$ cat src/rtl/fir_mac.sv
// rtl/fir_mac.sv - time-shared single-MAC FIR stage fed from the sample FIFO
// Pops one sample per result, shifts it into the delay line, then accumulates x[k]*c[k] over TAPS cycles.
module fir_mac #(
    parameter int WIDTH      = 24,
    parameter int COEF_WIDTH = 16,
    parameter int TAPS       = 8,
    parameter int OUT_WIDTH  = WIDTH + COEF_WIDTH + $clog2(TAPS)
) (
    input  logic                    clk,
    input  logic                    reset,
    input  logic                    fifo_empty,
    output logic                    fifo_pop,
    input  logic [WIDTH-1:0]        fifo_data,
    input  logic                    coef_we,
    input  logic [$clog2(TAPS)-1:0] coef_addr,
    input  logic [COEF_WIDTH-1:0]   coef_data,
    output logic [OUT_WIDTH-1:0]    out_data,
    output logic                    out_valid,
    input  logic                    out_ready,
    output logic                    busy
);

    localparam int KW = $clog2(TAPS);
    localparam int PW = WIDTH + COEF_WIDTH;
    localparam logic [KW-1:0] K_LAST = KW'(TAPS - 1);

    typedef enum logic [1:0] {IDLE, WAIT, MAC, OUT} state_t;

    state_t state;
    state_t state_nxt;

    logic signed [WIDTH-1:0]      x [TAPS];
    logic signed [COEF_WIDTH-1:0] c [TAPS];
    logic        [KW-1:0]         k;
    logic signed [OUT_WIDTH-1:0]  acc;
    logic signed [OUT_WIDTH-1:0]  acc_sum;
    logic signed [PW-1:0]         prod;
    logic                         last_tap;

    assign prod     = x[k] * c[k];
    assign acc_sum  = acc + {{(OUT_WIDTH - PW){prod[PW-1]}}, prod};
    assign last_tap = (k == K_LAST);
    assign busy     = (state != IDLE);

    always_comb begin
        state_nxt = state;
        fifo_pop  = 1'b0;
        case (state)
            IDLE: begin
                fifo_pop = !fifo_empty;
                if (!fifo_empty) begin
                    state_nxt = WAIT;
                end
            end
            WAIT: state_nxt = MAC;
            MAC: begin
                if (last_tap) begin
                    state_nxt = OUT;
                end
            end
            OUT: begin
                if (out_ready) begin
                    state_nxt = IDLE;
                end
            end
            default: state_nxt = IDLE;
        endcase
    end

    always_ff @(posedge clk or posedge reset) begin
        if (reset) begin
            state <= IDLE;
        end else begin
            state <= state_nxt;
        end
    end

    always_ff @(posedge clk or posedge reset) begin
        if (reset) begin
            for (int i = 0; i < TAPS; i++) begin
                x[i] <= '0;
                c[i] <= '0;
            end
            k         <= '0;
            acc       <= '0;
            out_data  <= '0;
            out_valid <= 1'b0;
        end else begin
            case (state)
                IDLE: begin
                    // Coefficients are only writable while no dot product is in flight.
                    if (coef_we) begin
                        c[coef_addr] <= coef_data;
                    end
                end
                WAIT: begin
                    for (int i = TAPS - 1; i > 0; i--) begin
                        x[i] <= x[i-1];
                    end
                    x[0] <= fifo_data;
                    acc  <= '0;
                    k    <= '0;
                end
                MAC: begin
                    acc <= acc_sum;
                    k   <= k + 1'b1;
                    if (last_tap) begin
                        out_data  <= acc_sum;
                        out_valid <= 1'b1;
                    end
                end
                OUT: begin
                    if (out_ready) begin
                        out_valid <= 1'b0;
                    end
                end
                default: ;
            endcase
        end
    end

endmodule

$ cat config.mk
export PLATFORM = sky130hd
export DESIGN_NAME = fir_mac
export DESIGN_NICKNAME = d
export VERILOG_FILES = /design/src/rtl/fir_mac.sv
export SDC_FILE = /design/constraint.sdc
export NUM_CORES = 2
export LEC_CHECK = 0
export CAP_MARGIN = 10
export CORE_ASPECT_RATIO = 1.1
export CORE_MARGIN = 2
export CORE_UTILIZATION = 50
export CTS_CLUSTER_SIZE = 14
export DETAILED_ROUTE_END_ITERATION = 7
export PLACE_DENSITY = 0.7
export SYNTH_ARGS = -nofsm -noshare
export SYNTH_HDL_FRONTEND = slang
export SYNTH_SLANG_ARGS = --single-unit
$ cat constraint.sdc
create_clock -name clk -period 12.54 [get_ports clk]
set_clock_uncertainty 0.1 [all_clocks]
set_input_delay 1.881 -clock clk [delete_from_list [all_inputs] [get_ports clk]]
set_output_delay 1.881 -clock clk [all_outputs]
set_load 0.005 [all_outputs]
==> impl_metrics.ini <==
[setup_path]
worstReg2RegEnd = acc[38]$_DFFE_PP0P_
critPathRequiredTime_ns = 12.90
startpoint = k[1]$_DFFE_PP0P_
rr_startpoint = k[1]$_DFFE_PP0P_
start_kind = flop
cp.arrival_ns = 11.28
reg2reg_slack_ns = 1.62
slowest_stage = dfrtp_4
criticalPathCategory = reg2reg
critical_path.endpoint_type = flop
cpPeakStageDelay_ns = 0.79
r2r_cells = 34
cp_max_fo = 47

[logic_synthesis]
yosysWarnings = 0
ys.flop_type = dfrtp_1
synth_top_area_frac = 0.310
yosys.area.top_type = dfrtp_1
syn_inst = 3079
avgSynthCellArea_um2 = 10.8
synth-seq-area-share = 0.310
syn-num-nets = 3651
ys_types = 67
synth_edf_count = 0
synth_area_um2 = 33300
ys_ff_latch = 412
yosys-top-cells-area = dfrtp_1 31%, fa_1 23%, mux2_2 11%
async_flop_share = 1.00

[sta]
max_freq_mhz = 91.5
fin_ws_ns = 1.62
report.final.slew_viol_count = 0
hold_slack_ns = 0.377
rsz0062_at_grt = no
slew_headroom = 0.188
period_needed_ns = 10.92
timing.final.crit_share = 0.871
setup-tns-final_ns = 0
hold_violations = 0
setup_viol = 0
tightest_slew_ns = 1.22

[final_layout]
nets = 3679
syn2layout_area_growth_pct = 9.79
num_antenna_cells = 0
drive_gt1_frac = 0.174

[min_path]
hold_depth = 2
min_to = out_data[19]$_DFFE_PP0P_
min_path_type = reg2reg
hp-start = out_data[19]$_DFFE_PP0P_

[grt]
grt_use_met2 = 0.414
antenna_found_initial = 0
use_met3 = 0.0515
overflow = 0
grt_pass1_vias = 23946
grt.total_usage = 0.245
grt-busiest-layer = met2
grt_max_degree = 206
use_met1 = 0.311
grt_pass1_wl_mm = 131

[clock_network]
clock_latency_ns = 0.60
cts_resized = 0
cts_root_buffer = clkbuf_16
postCtsHoldBufs = 0
max-clock-path-buffers = 3
cts_tree = yes
postCtsSetupBuffers = 0
clkSinkCount = 412
cts_buffers = 44
clkTransAtPathRegs_ns = 0.06
cts.htree.levels = 2

[drt]
drt_first_pass_iters = 5
wl_mm = 82.8
antenna_left = 0
vias = 22339
drt-initial-drc-count = 1440
avgRoutedWirePerCell_um = 20.7
route.detailed.drc = 0
viasPerCell = 5.58

[die]
io_pins = 94
start_util = 0.503
die_w_um = 250
coreArea_um2 = 66100
die_y_um = 275
rows = 99
dieArea_um2 = 68700

[placed_design]
dp_hpwl_mm = 62.1
dp_slack_ns = 1.79
portBuffers = 93
gp_congestion = 0.961

[job]
cap_violations = 0

[status]
status = completed
## state kept, by name (all words and copies together) (netlist names)
signal and count:
x 192, out_data 43, k 3, acc 43
c 128, state 2, out_valid 1
## metrics by stage
step / cell area [µm²] / util / instances
2_1_floorplan: 33300 / - / 3079
3_3_place_gp: 35000 / 0.530 / 3919
3_5_place_dp: 35000 / 0.530 / 3919
4_1_cts: 36500 / 0.552 / 4000
5_1_grt: 36500 / 0.552 / 4000
6_report: 36500 / 0.552 / 4000
## worst max path at each step
stage / slack (ns) / end / depth (start not counted)
after global routing: 1.28 / acc[36]$_DFFE_PP0P_ / 34
after floorplan: 3.34 / acc[39]$_DFFE_PP0P_ / 39
final: 1.62 / acc[38]$_DFFE_PP0P_ / 34
after global placement: 1.90 / acc[38]$_DFFE_PP0P_ / 34
after detailed placement: 1.79 / acc[38]$_DFFE_PP0P_ / 34
after CTS: 1.75 / acc[38]$_DFFE_PP0P_ / 34
## layout make-up
class	count	area (µm²)
Sequential cell	412	10300
Multi-Input combinational cell	2035	20600
Inverter	495	1860
Clock buffer	60	1240
Timing Repair Buffer	119	1150
Clock inverter	21	272
Tap cell	858	1070
Fill cell	5648	29600
## cell usage after synthesis (all sizes together) (29+ instances only)
master and n:
inv 495, fa 375, ha 149, xor2 29, dfrtp 412, mux4 80
xnor2 53, a21oi 92, mux2 322, o21ai 83, nor2 176, a21o 39
clkbuf 116, nand2 391, o22ai 40
## layer usage
| layer | wire [µm] | share of wire |
|---|---|---|
| met4 | 3460 | 0.042 |
| met1 | 34300 | 0.41 |
| met2 | 40000 | 0.48 |
| met5 | 0 | 0 |
| met3 | 5030 | 0.061 |
## critical path, delay by kind of cell, from the launching register on
kind | cells | cell delay, ns
AO/OA/AOI/OAI | 14 | 3.11
XOR/XNOR | 2 | 0.40
adder cells (fa/ha/maj) | 8 | 3.61
buffers and inverters | 5 | 0.93
flip-flops | 1 | 0.79
multiplexers | 1 | 0.43
AND/OR/NAND/NOR | 4 | 1.34
## cells by family (layout without fill, tap and decap cells)
| logic type | count (synthesis) | in the layout | share of synthesized area |
|---|---|---|---|
| buffers and inverters | 632 | 695 | 0.0720 |
| and+or+nand+nor | 695 | 695 | 0.0888 |
| xor gates and xnor gates | 82 | 82 | 0.0218 |
| adders and majority gates | 524 | 524 | 0.282 |
| DFF | 412 | 412 | 0.310 |
| AOI/OAI and AO/OA | 323 | 323 | 0.0604 |
| muxes | 411 | 411 | 0.166 |
## placed cells by master (no fill, tap or decap), drive strengths merged, types with 5 or more instances in the layout
| master | Yosys | routed |
|---|---|---|
| ha | 149 | 149 |
| a21oi | 92 | 92 |
| inv | 495 | 496 |
| clkinv | 0 | 9 |
| nand3 | 19 | 19 |
| o21a | 10 | 10 |
| nand4 | 9 | 9 |
| a31oi | 9 | 9 |
| mux2i | 9 | 9 |
| mux4 | 80 | 80 |
| nor2 | 176 | 176 |
| and2 | 27 | 27 |
| xnor2 | 53 | 53 |
| nor3 | 9 | 9 |
| fa | 375 | 375 |
| nand2 | 391 | 391 |
| clkdlybuf4s50 | 0 | 93 |
| nand2b | 20 | 20 |
| a21o | 39 | 39 |
| o21bai | 11 | 11 |
| a211oi | 5 | 5 |
| mux2 | 322 | 322 |
| dfrtp | 412 | 412 |
| and3 | 7 | 7 |
| o31ai | 5 | 5 |
| o21ai | 83 | 83 |
| clkbuf | 116 | 60 |
| nor2b | 11 | 11 |
| xor2 | 29 | 29 |
| or2 | 11 | 11 |
| o22ai | 40 | 40 |
| a21boi | 5 | 5 |
| buf | 21 | 26 |
| clkinvlp | 0 | 7 |
Power is left out: the tool's default activity adds up to more than one toggle a clock period on the data nets, which glitch-free logic cannot reach.
